[src/rtl/muldiv_hilo_unit_pkg.sv]
// Shared definitions for the HI/LO multiply unit: function codes,
// state and op-class enums, and the request decoder.
package muldiv_hilo_unit_pkg;

  // SPECIAL-class function codes (qualified by ALUOp)
  localparam logic [5:0] FN_MFHI  = 6'b010000;
  localparam logic [5:0] FN_MTHI  = 6'b010001;
  localparam logic [5:0] FN_MFLO  = 6'b010010;
  localparam logic [5:0] FN_MTLO  = 6'b010011;
  localparam logic [5:0] FN_MULT  = 6'b011000;
  localparam logic [5:0] FN_MULTU = 6'b011001;

  // SPECIAL2-class function codes (qualified by MULOp)
  localparam logic [5:0] FN_MADD  = 6'b000000;
  localparam logic [5:0] FN_MADDU = 6'b000001;
  localparam logic [5:0] FN_MUL   = 6'b000010;
  localparam logic [5:0] FN_MSUB  = 6'b000100;
  localparam logic [5:0] FN_MSUBU = 6'b000101;

  typedef enum logic [1:0] {IDLE, CALC, FIX} state_t;
  typedef enum logic [1:0] {OP_MULT, OP_MADD, OP_MSUB, OP_MUL} op_t;

  typedef struct packed {
    logic valid;       // any HI/LO-class request
    logic mult_class;  // starts the iterative multiplier
    logic is_signed;
    op_t  op;
    logic mfhi;
    logic mflo;
    logic mthi;
    logic mtlo;
  } req_t;

  // MADD and SLL share 000000; only the qualifying op bit tells them apart,
  // so each class is matched strictly under its own qualifier.
  function automatic req_t decode_req(input logic alu_op, input logic mul_op,
                                      input logic [5:0] func);
    req_t r;
    r    = '0;
    r.op = OP_MULT;
    if (alu_op) begin
      case (func)
        FN_MFHI:  r.mfhi = 1'b1;
        FN_MFLO:  r.mflo = 1'b1;
        FN_MTHI:  r.mthi = 1'b1;
        FN_MTLO:  r.mtlo = 1'b1;
        FN_MULT:  begin r.mult_class = 1'b1; r.is_signed = 1'b1; r.op = OP_MULT; end
        FN_MULTU: begin r.mult_class = 1'b1; r.op = OP_MULT; end
        default:  ;
      endcase
    end
    if (mul_op) begin
      case (func)
        FN_MADD:  begin r.mult_class = 1'b1; r.is_signed = 1'b1; r.op = OP_MADD; end
        FN_MADDU: begin r.mult_class = 1'b1; r.op = OP_MADD; end
        FN_MSUB:  begin r.mult_class = 1'b1; r.is_signed = 1'b1; r.op = OP_MSUB; end
        FN_MSUBU: begin r.mult_class = 1'b1; r.op = OP_MSUB; end
        FN_MUL:   begin r.mult_class = 1'b1; r.is_signed = 1'b1; r.op = OP_MUL; end
        default:  ;
      endcase
    end
    r.valid = r.mult_class | r.mfhi | r.mflo | r.mthi | r.mtlo;
    return r;
  endfunction

endpackage

[src/rtl/muldiv_hilo_unit_mul_step.sv]
// One iteration of a right-shifting shift-add multiplier: adds STEP_BITS
// partial products into the upper half of the accumulator, then shifts the
// whole accumulator right by STEP_BITS.
module muldiv_hilo_unit_mul_step #(
  parameter int WIDTH     = 32,
  parameter int STEP_BITS = 1
) (
  input  logic [2*WIDTH-1:0]   acc_in,
  input  logic [WIDTH-1:0]     mcand,
  input  logic [STEP_BITS-1:0] mplier_slice,
  output logic [2*WIDTH-1:0]   acc_out
);

  // Upper half plus partial products cannot exceed WIDTH+STEP_BITS bits.
  logic [WIDTH+STEP_BITS-1:0] psum [STEP_BITS+1];

  assign psum[0] = {{STEP_BITS{1'b0}}, acc_in[2*WIDTH-1:WIDTH]};

  // Chain of conditional adds, one per multiplier bit in the slice
  for (genvar gi = 0; gi < STEP_BITS; gi++) begin : g_pp
    assign psum[gi+1] = psum[gi] +
      (mplier_slice[gi] ? ({{STEP_BITS{1'b0}}, mcand} << gi) : '0);
  end

  assign acc_out = (2*WIDTH)'({psum[STEP_BITS], acc_in[WIDTH-1:0]} >> STEP_BITS);

endmodule

[src/rtl/muldiv_hilo_unit.sv]
// Iterative multiply/accumulate unit owning the HI/LO register pair.
// Multiplies unsigned magnitudes over N = WIDTH/STEP_BITS cycles, then fixes
// the sign and commits to HI/LO (or presents the MUL low word) in one cycle.
module muldiv_hilo_unit
  import muldiv_hilo_unit_pkg::*;
#(
  parameter int WIDTH     = 32,
  parameter int STEP_BITS = 1
) (
  input  logic             Clock,
  input  logic             nReset,
  input  logic             ALUOp,
  input  logic             MULOp,
  input  logic [5:0]       Func,
  input  logic [WIDTH-1:0] A,
  input  logic [WIDTH-1:0] B,
  output logic [WIDTH-1:0] Result,
  output logic             Done,
  output logic             Busy,
  output logic             Stall,
  output logic [WIDTH-1:0] HI,
  output logic [WIDTH-1:0] LO
);

  localparam int N  = WIDTH / STEP_BITS;
  localparam int CW = (N > 1) ? $clog2(N) : 1;

  state_t             state_q, state_d;
  op_t                op_q, op_d;
  logic               neg_q, neg_d;
  logic [CW-1:0]      cnt_q, cnt_d;
  logic [2*WIDTH-1:0] acc_q, acc_d;
  logic [WIDTH-1:0]   mcand_q, mcand_d;
  logic [WIDTH-1:0]   mplier_q, mplier_d;
  logic [WIDTH-1:0]   hi_q, hi_d;
  logic [WIDTH-1:0]   lo_q, lo_d;

  req_t               req;
  logic               accept;
  logic [WIDTH-1:0]   a_mag, b_mag;
  logic [2*WIDTH-1:0] step_acc;
  logic [2*WIDTH-1:0] prod;
  logic [2*WIDTH-1:0] hilo_fix;

  assign req    = decode_req(ALUOp, MULOp, Func);
  assign accept = (state_q == IDLE) && req.mult_class;
  assign a_mag  = (req.is_signed && A[WIDTH-1]) ? -A : A;
  assign b_mag  = (req.is_signed && B[WIDTH-1]) ? -B : B;

  muldiv_hilo_unit_mul_step #(
    .WIDTH     (WIDTH),
    .STEP_BITS (STEP_BITS)
  ) u_mul_step (
    .acc_in       (acc_q),
    .mcand        (mcand_q),
    .mplier_slice (mplier_q[STEP_BITS-1:0]),
    .acc_out      (step_acc)
  );

  // Signed product and the HI/LO value committed at the end of FIX
  always_comb begin
    prod     = neg_q ? -acc_q : acc_q;
    hilo_fix = {hi_q, lo_q};
    case (op_q)
      OP_MULT: hilo_fix = prod;
      OP_MADD: hilo_fix = {hi_q, lo_q} + prod;
      OP_MSUB: hilo_fix = {hi_q, lo_q} - prod;
      OP_MUL:  hilo_fix = {hi_q, lo_q};
    endcase
  end

  // Next-state logic for the IDLE -> CALC -> FIX sequence and HI/LO writes
  always_comb begin
    state_d  = state_q;
    op_d     = op_q;
    neg_d    = neg_q;
    cnt_d    = cnt_q;
    acc_d    = acc_q;
    mcand_d  = mcand_q;
    mplier_d = mplier_q;
    hi_d     = hi_q;
    lo_d     = lo_q;
    case (state_q)
      IDLE: begin
        if (accept) begin
          state_d  = CALC;
          op_d     = req.op;
          neg_d    = req.is_signed & (A[WIDTH-1] ^ B[WIDTH-1]);
          cnt_d    = '0;
          acc_d    = '0;
          mcand_d  = a_mag;
          mplier_d = b_mag;
        end else begin
          if (req.mthi) hi_d = A;
          if (req.mtlo) lo_d = A;
        end
      end
      CALC: begin
        acc_d    = step_acc;
        mplier_d = mplier_q >> STEP_BITS;
        cnt_d    = cnt_q + CW'(1);
        if (cnt_q == CW'(N - 1)) state_d = FIX;
      end
      FIX: begin
        state_d      = IDLE;
        {hi_d, lo_d} = hilo_fix;
      end
      default: state_d = IDLE;
    endcase
  end

  // State and datapath registers; reset aborts any operation in flight
  always_ff @(posedge Clock or negedge nReset) begin
    if (!nReset) begin
      state_q  <= IDLE;
      op_q     <= OP_MULT;
      neg_q    <= 1'b0;
      cnt_q    <= '0;
      acc_q    <= '0;
      mcand_q  <= '0;
      mplier_q <= '0;
      hi_q     <= '0;
      lo_q     <= '0;
    end else begin
      state_q  <= state_d;
      op_q     <= op_d;
      neg_q    <= neg_d;
      cnt_q    <= cnt_d;
      acc_q    <= acc_d;
      mcand_q  <= mcand_d;
      mplier_q <= mplier_d;
      hi_q     <= hi_d;
      lo_q     <= lo_d;
    end
  end

  // Status outputs and the shared Result bus
  always_comb begin
    Busy   = (state_q != IDLE);
    Done   = (state_q == FIX);
    Stall  = Busy && req.valid;
    Result = '0;
    if (state_q == IDLE) begin
      if (req.mfhi)      Result = hi_q;
      else if (req.mflo) Result = lo_q;
    end else if (state_q == FIX && op_q == OP_MUL) begin
      Result = prod[WIDTH-1:0];
    end
  end

  assign HI = hi_q;
  assign LO = lo_q;

endmodule
[config.mk]
export PLATFORM = sky130hd
export DESIGN_NAME = muldiv_hilo_unit
export DESIGN_NICKNAME = d
export VERILOG_FILES = /design/src/rtl/muldiv_hilo_unit_pkg.sv /design/src/rtl/muldiv_hilo_unit_mul_step.sv /design/src/rtl/muldiv_hilo_unit.sv
export SDC_FILE = /design/constraint.sdc
export NUM_CORES = 1
export LEC_CHECK = 0
export CORE_MARGIN = 1
export CORE_UTILIZATION = 54
export DETAILED_ROUTE_END_ITERATION = 16
export PLACE_DENSITY = 0.89
export SLEW_MARGIN = 20
export SYNTH_ARGS = -nofsm -noshare
export SYNTH_HDL_FRONTEND = slang
export SYNTH_SLANG_ARGS = --single-unit
[constraint.sdc]
create_clock -name Clock -period 5.6 [get_ports Clock]
set_input_delay 0.84 -clock Clock [delete_from_list [all_inputs] [get_ports Clock]]
set_output_delay 0.84 -clock Clock [all_outputs]
set_load 0.02 [all_outputs]
==> results list <==
- The run finished, with violations left.
* Violated checks: negative setup slack
- Total number of vias: approximately 22000
* CP peak stage delay: about 0.55 ns
- CP Class: reg -> reg
* Clk pin slew, worst setup/hold paths: roughly 0.070 ns
* Maximum clock skew at final layout: ~0.019 ns
* Final wirelength: between 80 and 90 mm
- Number of nets still failing antenna checks after routing: 0
* Number of placement rows: just under 70
- Number of antenna violations at the first check in global routing: 2
- Across all setup checks in the final design, the least slack found is -0.373 ns.
- The synthesized design devotes to its leading area cell type roughly a quarter of total area.
- CTS H-tree lvls: 1
- Cell area after synthesis: between 15000 and 20000 µm²
* Number of placed cells counting well taps: ~3300
- The core region is between 30000 and 40000 µm².
- In the post-synthesis netlist, the biggest area contributors are sky130_fd_sc_hd__dfrtp_1, sky130_fd_sc_hd__o21ai_0, sky130_fd_sc_hd__ha_1, sky130_fd_sc_hd__xor2_1, sky130_fd_sc_hd__nand2_1.
- The post-route netlist has a little under a quarter of its cells at a drive strength greater than 1.
- In this run the clock root is driven by a sky130_fd_sc_hd__clkbuf_16.
* Hold-fix buffers at CTS: 0
- Clock tree from TritonCTS: done
- Slew at the pin with the worst max-slew slack: between 1 and 1.5 ns
* Critical path startpoint category: flop
- Worst path top cell family by delay: simple AND/OR/NAND/NOR gates
- Max Fclk: between 150 and 200 MHz
* Tot GR Track Use: a little over two fifths
* Via count of the first global-routing pass: about 21000
* Net Count, Synth: 2616
- The critical path goes through or4_4, or3_4, or4_4, a211oi_4, nand3_2, nor4b_4, nand2_4, nor2_4, buf_4, buf_4, a31oi_1, xnor2_1, ha_1, a21o_1, a21o_1, nor2_2, o2111ai_4, a2111oi_4, o41ai_4, a31oi_1, xnor2_1, a221o_1.
- Remaining global-route overflow: 0
- Critical path required time: about 6 ns
- Measured along the y axis, the die boundary spans between 150 and 200 µm.
* Number of top-level pins: roughly 170
- For this run, the leading register cell type out of synthesis is sky130_fd_sc_hd__dfrtp_1.
- Routability congestion estimate from global placement: 1.05
- Post-synthesis area per instance: slightly below 8 µm²
- Post-synthesis share of cell area spent on full adders, half adders and majority gates: between 7 and 8%
* Count of final hold-check violations: 0
- DP Area: 23500 µm²
- Summing the areas of all and, or, nand and nor instances in the mapped netlist gives between 15 and 20% of the synthesized area.
- Biggest area consumer among synthesized cells: sky130_fd_sc_hd__dfrtp_1
* Post-synth EDFFs: 0
- Sink count of the clock tree: between 200 and 250
- The synthesized netlist devotes approximately 28% of its cell area to compound gates.
- Non-filler instance count after layout: between 3000 and 4000
- Clock tree synthesis inserted a total of 25 buffers.
- The slowest stage of the critical path belongs to the cell sky130_fd_sc_hd__or4_4.
- The portion of synthesized area spent on multiplexers is under 10%.
- Relative to the synthesized area, the layout overhead comes to 37.3%.
- During synthesis, Yosys emitted a total of 0 warnings.
- Class of the tightest hold or removal check: in -> async
- Max-cap violations in this run came to 0.
* Distinct cell type count of the synthesized netlist: between 80 and 90
- Finished Core Util: between 70% and 80%
* Combinational family with the most area after synthesis: compound AO/OA/AOI/OAI gates
* Global-route wire length before repair: 121 mm
- Sorting the synthesized cells by how often they occur yields sky130_fd_sc_hd__nand2_1, sky130_fd_sc_hd__o21ai_0, sky130_fd_sc_hd__dfrtp_1, sky130_fd_sc_hd__nor2_1, sky130_fd_sc_hd__a21oi_1.
- The final number of max-transition violations came to 0.
* Post-Syn Instances: about 2400
* Maximum buffer depth of the clock tree: 3
- Crit path DAT: roughly 6.4 ns
* Combined buffer and inverter count along the critical path: 2
- The first detailed-routing pass ran for 8 iterations.
- For this block, the initial DRC count from the detailed router was between 3000 and 4000.
- Summing all non-filler instances in the final layout gives an area of around 26000 µm².
- Largest fanout on the critical path: 6
- The worst path uses 107% of the clock period.
- RSZ-0062 raised after global routing: yes
- Relative slew margins: around 23%
- Clock Latency Late Sink: about 0.57 ns
* HPWL Detailed: approximately 60 mm
- Fraction of registers with async set/reset: 100%
* Vias per cell: approximately 6.6
* Most used standard cell by instance count after synthesis: sky130_fd_sc_hd__nand2_1
- Once the floorplan was initialized, standard cells occupied 54.8% of the core.
- Entering global routing, the biggest net connects 134 pins.
* # port buffers: between 150 and 200
* Final critical path time including I/O delays and setup: 5.97 ns
- Post-synthesis share of cell area spent on xor and xnor gates: approximately an eighth
- At the end of the flow, the number of nets in the layout was about 3100.
- Die Outline Area: between 30000 and 40000 µm²
- From left edge to right edge, the die measures approximately 190 µm.
- Post-DR wirelength/cell: ~24 µm
* Final count of negative-setup-slack endpoints: 24
* CP Capture Type: flop
- Share of the yosys chip area belonging to registers: a little over a quarter
- Residual DRC count: 0
- Flip-flop and latch count after synthesis: ~200
- Worst hold margin: around 0.27 ns
-- metrics by stage --
| stage | setup TNS [ns] | setup slack (ns) |
|---|---|---|
| after global routing | -11.64 | -0.547 |
| after detailed placement | -6.57 | -0.516 |
| final | -4.38 | -0.373 |
| after global placement | -4.44 | -0.539 |
| after CTS | -1.88 | -0.256 |
| after floorplan | -0.0702 | -0.0702 |
-- layout by cell type (no fill, tap or decap), types with 26 or more instances in the layout --
cell	n
sky130_fd_sc_hd__mux2i_1	39
sky130_fd_sc_hd__a21oi_2	28
sky130_fd_sc_hd__o21ai_0	245
sky130_fd_sc_hd__inv_1	45
sky130_fd_sc_hd__a31oi_1	26
sky130_fd_sc_hd__nand3_1	52
sky130_fd_sc_hd__clkdlybuf4s50_1	170
sky130_fd_sc_hd__a22oi_1	26
sky130_fd_sc_hd__xor2_1	142
sky130_fd_sc_hd__nor3_1	26
sky130_fd_sc_hd__xnor2_1	115
sky130_fd_sc_hd__nand2_1	280
sky130_fd_sc_hd__a21o_1	54
sky130_fd_sc_hd__o22ai_1	34
sky130_fd_sc_hd__o21ai_1	31
sky130_fd_sc_hd__dfrtp_1	201
sky130_fd_sc_hd__o31ai_1	45
sky130_fd_sc_hd__buf_4	395
sky130_fd_sc_hd__and2_1	44
sky130_fd_sc_hd__a21oi_1	134
sky130_fd_sc_hd__ha_1	99
sky130_fd_sc_hd__nor2_1	156
-- worst reg2reg max path, delay by kind of cell, from the launching register on --
kind	cells	cell delay (ns)
xor gates and xnor gates	2	0.25
buffers and inverters	2	0.25
DFF	1	0.38
and+or+nand+nor	8	2.49
AOI/OAI and AO/OA	9	2.16
adders and majority gates	1	0.34
-- cells by family (layout without fill, tap and decap cells) --
kind of cell | count (synthesis) | count (layout)
AO/OA/AOI/OAI | 840 | 840
AND/OR/NAND/NOR | 780 | 780
XOR/XNOR | 265 | 265
buffers and inverters | 204 | 685
flip-flops | 202 | 202
adder cells (fa/ha/maj) | 105 | 105
multiplexers | 41 | 41
other | 0 | 5
-- flip-flops by register name, summed over array words and instances (netlist names) --
register,count
mplier_q,32
neg_q,1
state_q,2
acc_q,64
op_q,2
mcand_q,32
LO,32
cnt_q,5
HI,32
-- what timing repair did --
action | 4_1_cts | 5_1_grt
pin swaps | 55 | 60
buffers inserted | 21 | 39
resized for setup | 85 | 164
endpoints found under the setup margin | 36 | 41
endpoints found under the hold margin | 0 | 0
-- layer usage --
layer,GRT usage (%),vias to the layer above,share of wire (%),routed length (µm)
li1,-,9819,-,-
met1,56.5,10600,38,30900
met2,68.9,1522,44,36000
met3,10.1,372,12,9720
met4,21.6,2,6.2,5110
met5,0,-,0.042,34
-- layout make-up --
class                   instances  area [µm²]
repair buffers                590        4990
well taps                     455         569
clock buffers                  32         692
diodes                          5        12.5
flip-flops and latches        202        5060
fillers                      2518        8550
inverters                      49         184
multi-input cells            2031       14300
clock inverters                14         208
-- worst paths after layout --
check                                        startpoint                      end  slack (ns)  cells past startpoint
worst max-delay path              acc_q[14]$_DFFE_PN0P_       HI[29]$_DFFE_PN0P_       -0.37                     22
worst min-delay path                             nReset       HI[30]$_DFFE_PN0P_        0.27                      1
worst max register to register    acc_q[14]$_DFFE_PN0P_       HI[29]$_DFFE_PN0P_       -0.37                     22
worst min register to register  mcand_q[31]$_DFFE_PN0P_  mcand_q[31]$_DFFE_PN0P_        0.48                      2
max in group asynchronous                        nReset        neg_q$_DFFE_PN0P_        4.01                      2
min in group Clock              mcand_q[31]$_DFFE_PN0P_  mcand_q[31]$_DFFE_PN0P_        0.48                      2
Power is not shown: default switching activity piles up to over one toggle a cycle in this logic, so the estimate is an artifact.
